--- src/rtl/requant_activation_unit_if.sv ---
// Pop/write handshake bundle between the output buffer, the requant unit and
// the activation memory.
interface requant_activation_unit_if #(
  parameter int N_BITS = 9
);
  logic                      in_valid;
  logic signed [31:0]        in_output;
  logic [N_BITS-1:0]         in_row;
  logic [N_BITS-1:0]         in_col;
  logic                      in_consume;
  logic                      wr_en;
  logic [2*N_BITS-1:0]       wr_addr;
  logic signed [7:0]         wr_data;
  logic                      wr_ready;

  modport master (
    output in_valid, in_output, in_row, in_col, wr_ready,
    input  in_consume, wr_en, wr_addr, wr_data
  );

  modport slave (
    input  in_valid, in_output, in_row, in_col, wr_ready,
    output in_consume, wr_en, wr_addr, wr_data
  );
endinterface

--- src/rtl/requant_activation_unit.sv ---
// Requantizes int32 accumulators to int8 (Q31 multiply, rounding shift, zero
// point, optional ReLU, clamp) through a 3-stage globally-stalled pipeline.
module requant_activation_unit #(
  parameter int MAX_N     = 512,
  parameter int N_BITS    = $clog2(MAX_N),
  parameter int ADDR_BITS = 2*N_BITS
) (
  input  logic                     clk,
  input  logic                     reset_n,
  requant_activation_unit_if.slave io,
  input  logic signed [31:0]       cfg_qmult,
  input  logic [4:0]               cfg_qshift,
  input  logic signed [7:0]        cfg_zero_point,
  input  logic                     cfg_relu_en,
  input  logic [N_BITS-1:0]        cfg_num_cols,
  output logic                     idle
);

  localparam int DATA_W = 32;
  localparam int COEF_W = 32;
  localparam logic signed [DATA_W-1:0] INT32_MIN = 32'sh8000_0000;
  localparam logic signed [DATA_W-1:0] INT32_MAX = 32'sh7fff_ffff;

  // Rounding doubling high multiply; the only overflow is MIN*MIN.
  function automatic logic signed [DATA_W-1:0] rdhm(
    input logic signed [DATA_W+COEF_W-1:0] p,
    input logic                            sat
  );
    if (sat) return INT32_MAX;
    return 32'((p + 64'sd1073741824) >>> 31);
  endfunction

  function automatic logic signed [DATA_W-1:0] round_shift(
    input logic signed [DATA_W-1:0] hi,
    input logic [4:0]               s
  );
    logic [DATA_W-1:0] mask, rem, thr;
    mask = (32'd1 << s) - 32'd1;
    rem  = hi & mask;
    thr  = (mask >> 1) + {31'd0, hi[DATA_W-1]};
    return (hi >>> s) + ((rem > thr) ? 32'sd1 : 32'sd0);
  endfunction

  // 33-bit sum so the zero-point offset can never wrap before clamping.
  function automatic logic signed [7:0] offset_relu_clamp(
    input logic signed [DATA_W-1:0] res,
    input logic signed [7:0]        zp,
    input logic                     relu
  );
    logic signed [DATA_W:0] v, z;
    z = 33'(zp);
    v = 33'(res) + z;
    if (relu && (v < z)) v = z;
    if (v > 33'sd127) return 8'sd127;
    if (v < -33'sd128) return -8'sd128;
    return 8'(v);
  endfunction

  logic                              advance;
  logic                              vld_p0_q, vld_p1_q, vld_p2_q;
  logic signed [DATA_W+COEF_W-1:0]   prod_d, prod_p0_q;
  logic                              sat_d, sat_p0_q;
  logic [ADDR_BITS-1:0]              addr_d, addr_p0_q, addr_p1_q, wr_addr_q;
  logic signed [DATA_W-1:0]          res_d, res_p1_q;
  logic signed [7:0]                 act_d, wr_data_q;

  assign advance       = !vld_p2_q || io.wr_ready;
  assign io.in_consume = reset_n && io.in_valid && advance;

  always_comb begin
    prod_d = 64'(io.in_output) * 64'(cfg_qmult);
    sat_d  = (io.in_output == INT32_MIN) && (cfg_qmult == INT32_MIN);
    addr_d = ADDR_BITS'(io.in_row) * ADDR_BITS'(cfg_num_cols) + ADDR_BITS'(io.in_col);
    res_d  = round_shift(rdhm(prod_p0_q, sat_p0_q), cfg_qshift);
    act_d  = offset_relu_clamp(res_p1_q, cfg_zero_point, cfg_relu_en);
  end

  always_ff @(posedge clk or negedge reset_n) begin
    if (!reset_n) begin
      vld_p0_q <= 1'b0;
      vld_p1_q <= 1'b0;
      vld_p2_q <= 1'b0;
    end else if (advance) begin
      vld_p0_q <= io.in_consume;
      vld_p1_q <= vld_p0_q;
      vld_p2_q <= vld_p1_q;
    end
  end

  // S1: product, saturation flag, flat address | S2: high multiply + shift
  always_ff @(posedge clk) begin
    if (advance) begin
      prod_p0_q <= prod_d;
      sat_p0_q  <= sat_d;
      addr_p0_q <= addr_d;
      res_p1_q  <= res_d;
      addr_p1_q <= addr_p0_q;
    end
  end

  // S3: offset, ReLU, clamp; registers feed the write port directly
  always_ff @(posedge clk or negedge reset_n) begin
    if (!reset_n) begin
      wr_addr_q <= '0;
      wr_data_q <= '0;
    end else if (advance) begin
      wr_addr_q <= addr_p1_q;
      wr_data_q <= act_d;
    end
  end

  assign io.wr_en   = vld_p2_q;
  assign io.wr_addr = wr_addr_q;
  assign io.wr_data = wr_data_q;
  assign idle       = !vld_p0_q && !vld_p1_q && !vld_p2_q && !io.in_valid;

endmodule

--- src/flat_wrapper.sv ---
// flat-port wrapper written by rule: the top's interface ports become plain ports
module requant_activation_unit_flat 
#(
  parameter int MAX_N     = 512,
  parameter int N_BITS    = $clog2(MAX_N),
  parameter int ADDR_BITS = 2*N_BITS
)
  (clk, reset_n, cfg_qmult, cfg_qshift, cfg_zero_point, cfg_relu_en, cfg_num_cols, idle, io_in_valid, io_in_output, io_in_row, io_in_col, io_wr_ready, io_in_consume, io_wr_en, io_wr_addr, io_wr_data);
  requant_activation_unit_if #(.N_BITS(N_BITS)) io_i ();
  input  logic clk;
  input  logic reset_n;
  input  logic signed [31:0] cfg_qmult;
  input  logic [4:0] cfg_qshift;
  input  logic signed [7:0] cfg_zero_point;
  input  logic cfg_relu_en;
  input  logic [N_BITS-1:0] cfg_num_cols;
  output logic idle;
  input wire logic [$bits(io_i.in_valid)-1:0] io_in_valid;
  input wire logic [$bits(io_i.in_output)-1:0] io_in_output;
  input wire logic [$bits(io_i.in_row)-1:0] io_in_row;
  input wire logic [$bits(io_i.in_col)-1:0] io_in_col;
  input wire logic [$bits(io_i.wr_ready)-1:0] io_wr_ready;
  output wire logic [$bits(io_i.in_consume)-1:0] io_in_consume;
  output wire logic [$bits(io_i.wr_en)-1:0] io_wr_en;
  output wire logic [$bits(io_i.wr_addr)-1:0] io_wr_addr;
  output wire logic [$bits(io_i.wr_data)-1:0] io_wr_data;
  assign io_i.in_valid = io_in_valid;
  assign io_i.in_output = io_in_output;
  assign io_i.in_row = io_in_row;
  assign io_i.in_col = io_in_col;
  assign io_i.wr_ready = io_wr_ready;
  assign io_in_consume = io_i.in_consume;
  assign io_wr_en = io_i.wr_en;
  assign io_wr_addr = io_i.wr_addr;
  assign io_wr_data = io_i.wr_data;
  requant_activation_unit #(.MAX_N(MAX_N), .N_BITS(N_BITS), .ADDR_BITS(ADDR_BITS)) u_core (.clk(clk), .reset_n(reset_n), .io(io_i), .cfg_qmult(cfg_qmult), .cfg_qshift(cfg_qshift), .cfg_zero_point(cfg_zero_point), .cfg_relu_en(cfg_relu_en), .cfg_num_cols(cfg_num_cols), .idle(idle));
endmodule
--- config.mk ---
export PLATFORM = sky130hd
export DESIGN_NAME = requant_activation_unit_flat
export DESIGN_NICKNAME = d
export VERILOG_FILES = /design/src/rtl/requant_activation_unit_if.sv /design/src/rtl/requant_activation_unit.sv /design/src/flat_wrapper.sv
export SDC_FILE = /design/constraint.sdc
export NUM_CORES = 2
export LEC_CHECK = 0
export ABC_AREA = 1
export BUFFER_PORTS_ARGS = -buffer_cell sky130_fd_sc_hd__buf_2
export CAP_MARGIN = 20
export CORE_ASPECT_RATIO = 1.75
export CORE_MARGIN = 2
export CORE_UTILIZATION = 52
export CTS_BUF_LIST = sky130_fd_sc_hd__clkbuf_8
export DETAILED_ROUTE_END_ITERATION = 8
export GPL_TIMING_DRIVEN = 0
export PLACE_DENSITY = 0.68
export RECOVER_POWER = 100
export SKIP_CTS_REPAIR_TIMING = 1
export SLEW_MARGIN = 20
export SYNTH_ARGS = -nofsm -noshare
export SYNTH_HDL_FRONTEND = slang
export SYNTH_SLANG_ARGS = --single-unit
--- constraint.sdc ---
create_clock -name clk -period 15.4 [get_ports clk]
set_input_delay 1.54 -clock clk [delete_from_list [all_inputs] [get_ports clk]]
set_output_delay 1.54 -clock clk [all_outputs]
set_load 0.005 [all_outputs]
==> metrics <==
Vias=48000; syn_nets=8522; maximum clock path buffer count=2; Slew Viols, Final=99; nets@finish=8612; worst slack, placed=4.09 ns; die area=0.105 sq mm; RSZ-0062 raised after global routing=no; Highest Clock Rate=87.6 MHz; maxcap violations=4; synth unique cells=57; initial antenna violation count=18; Hold Path Class=reg2reg; via/cell ratio=5.72; HPWL Detailed=196000 um; Seq/Total Area, Yosys=7.11%; Clock Latency Late Sink=0.54 ns; violated checks=design-rule violations, max-capacitance violations, max-slew violations; DRT Wirelength=237000 um; area delta synth->final=4.53%; Clock Tree Root=clkbuf_8; RD Place Congestion=1.07; Critical Setup Path Class=in2reg; Core ar.=0.102 sq mm; critical path startpoint category=input pin; WL/cell=28.2 um; syn avg cell area=7.66 sq um; Worst-path clk slew=0.11 ns; die width=246 um; critical path arrival=11.66 ns; Worst Tran Pin Value=2.00 ns; setup_tns=0 ns; crit path max fanout=11; most common cell after layout, fill and taps aside=nand2_1; Post-DRT Antenna Nets=0; CP peak stage delay=1.01 ns; Final Hold Fails=0; initial detailed-routing violation count=3879; ys async rst share=22.1%; # setup viols final=0; Final WS setup=3.99 ns; layout filler cell count=10200; outcome=complete, but fails checks; Final Cell Area=0.0557 sq mm; Yosys Warn Count=0; slowest stage cell, crit path=fa_1; Synth Register Bits=131; port buffer count=60; vias in the first global route=50900; first-pass GRT wire length=338000 um; Initial Util=52.3%; CP endpoint kind=flip-flop; final cycle utilization of the critical path=74.1%; htree depth=4; commonest cells after routing, fill and taps aside=nand2_1 (1918), inv_1 (1783), fa_1 (1128), ha_1 (333), nor2_1 (314); post-route DRC violation count=2; Setup Skew=0.0259 ns; Die Ht=427 um; GRT Total Usage=46.4%; max_slew headroom=-33.2%; Post-Synthesis Cells=6952; Syn Std Cell Area=0.0533 sq mm; Post-DP Area=0.0554 sq mm; CTS tree=yes; layout cell share with drive strength beyond 1=3.30%; largest net degree at the start of global routing=33; grt total ovfl=0; Required @ worst endpoint=15.65 ns; ys flop type=edfxtp_1; TritonCTS Sinks=131; Std-Cell Rows=155; Post-synth EDFFs=102; most numerous cell on the critical path=fa_1; io pins=138; CTS Buf Count=17; min Tclk post-route=11.41 ns; TritonRoute pass-1 iters=9
-- state kept, by name (all words and copies together) (netlist names) --
register	count
u_core.addr_p1_q	18
u_core.io.wr_en	1
u_core.io.wr_addr	18
u_core.res_p1_q	32
u_core.vld_p0_q	1
u_core.addr_p0_q	18
u_core.sat_p0_q	1
u_core.vld_p1_q	1
u_core.io.wr_data	8
u_core.prod_p0_q	33
-- final timing paths --
check	from	endpoint	depth (start not counted)	slack, ns
worst max-delay path	io_in_output[31]	u_core.prod_p0_q[60]	25	3.99
min in group asynchronous	reset_n	u_core.io.wr_addr[3]	1	1.47
worst min-delay path	u_core.addr_p0_q[2]	u_core.addr_p1_q[2]	0	0.40
max in group asynchronous	reset_n	u_core.io.wr_addr[13]	1	12.85
worst max register to register	u_core.prod_p0_q[30]	u_core.res_p1_q[30]	31	7.13
worst min register to register	u_core.addr_p0_q[2]	u_core.addr_p1_q[2]	0	0.40
-- Yosys cell counts (all sizes together) (10+ instances only) --
| cell | instances | share of area, % |
|---|---|---|
| a21oi | 169 | 1.7 |
| o211ai | 10 | 0.14 |
| fa | 1128 | 42 |
| inv | 1796 | 13 |
| o21a | 15 | 0.21 |
| nor2 | 342 | 2.7 |
| nand3b | 11 | 0.16 |
| o21ai | 107 | 1.0 |
| nand4 | 65 | 0.76 |
| clkbuf | 285 | 2.0 |
| edfxtp | 102 | 5.8 |
| a31oi | 29 | 0.34 |
| ha | 333 | 7.8 |
| buf | 37 | 0.34 |
| nand3 | 287 | 2.9 |
| nand2 | 1937 | 14 |
| or2 | 10 | 0.12 |
| nor4 | 23 | 0.27 |
| dfrtp | 29 | 1.4 |
| nor3 | 31 | 0.31 |
| a21o | 14 | 0.20 |
| xnor2 | 42 | 0.69 |
| xor2 | 101 | 1.7 |
-- through the flow --
step / util [%] / hold WS (ns) / cells
2_1_floorplan: - / 0.400 / 6952
3_3_place_gp: 54.2 / 0.402 / 8346
3_5_place_dp: 54.4 / 0.405 / 8353
4_1_cts: 54.8 / 0.411 / 8385
5_1_grt: 54.7 / 0.429 / 8394
6_report: 54.7 / 0.399 / 8399
-- logic make-up after synthesis --
logic type / share of synthesized area, %
compound gates: 4.09
xor+xnor: 2.35
fa+ha+maj: 50.2
buf+inv: 15.0
flops: 7.11
other cells: 0.0141
simple gates: 21.2
-- metal layers --
metal	vias up	track usage (%)	routed length [um]
met2	2639	77.3	113000
met5	-	0	59
met3	1369	13.2	20700
li1	20500	-	-
met4	10	52.7	34500
met1	23500	42.6	69100
-- final cells by class --
| cell class | instances | area [sq um] | area share, % |
|---|---|---|---|
| timing repair buffer | 71 | 377 | 0.676 |
| buffer | 322 | 1290 | 2.32 |
| clock inverter | 15 | 168 | 0.301 |
| sequential | 131 | 3790 | 6.81 |
| antenna | 10 | 25.0 | 0.0449 |
| multi-input combinational | 4703 | 41400 | 74.3 |
| inverter | 1796 | 6740 | 12.1 |
| tap | 1334 | 1670 | 3.00 |
| clock buffer | 17 | 234 | 0.420 |
-- worst max-delay path: cells and delay by family --
family / cells / cell delay [ns]
adders and majority gates: 9 / 5.41
buffers and inverters: 9 / 3.09
and+or+nand+nor: 5 / 0.84
AOI/OAI and AO/OA: 1 / 0.54
xor gates and xnor gates: 1 / 0.17
Power is left out: the tool's default activity adds up to more than one toggle a clock period on the data nets, which glitch-free logic cannot reach.
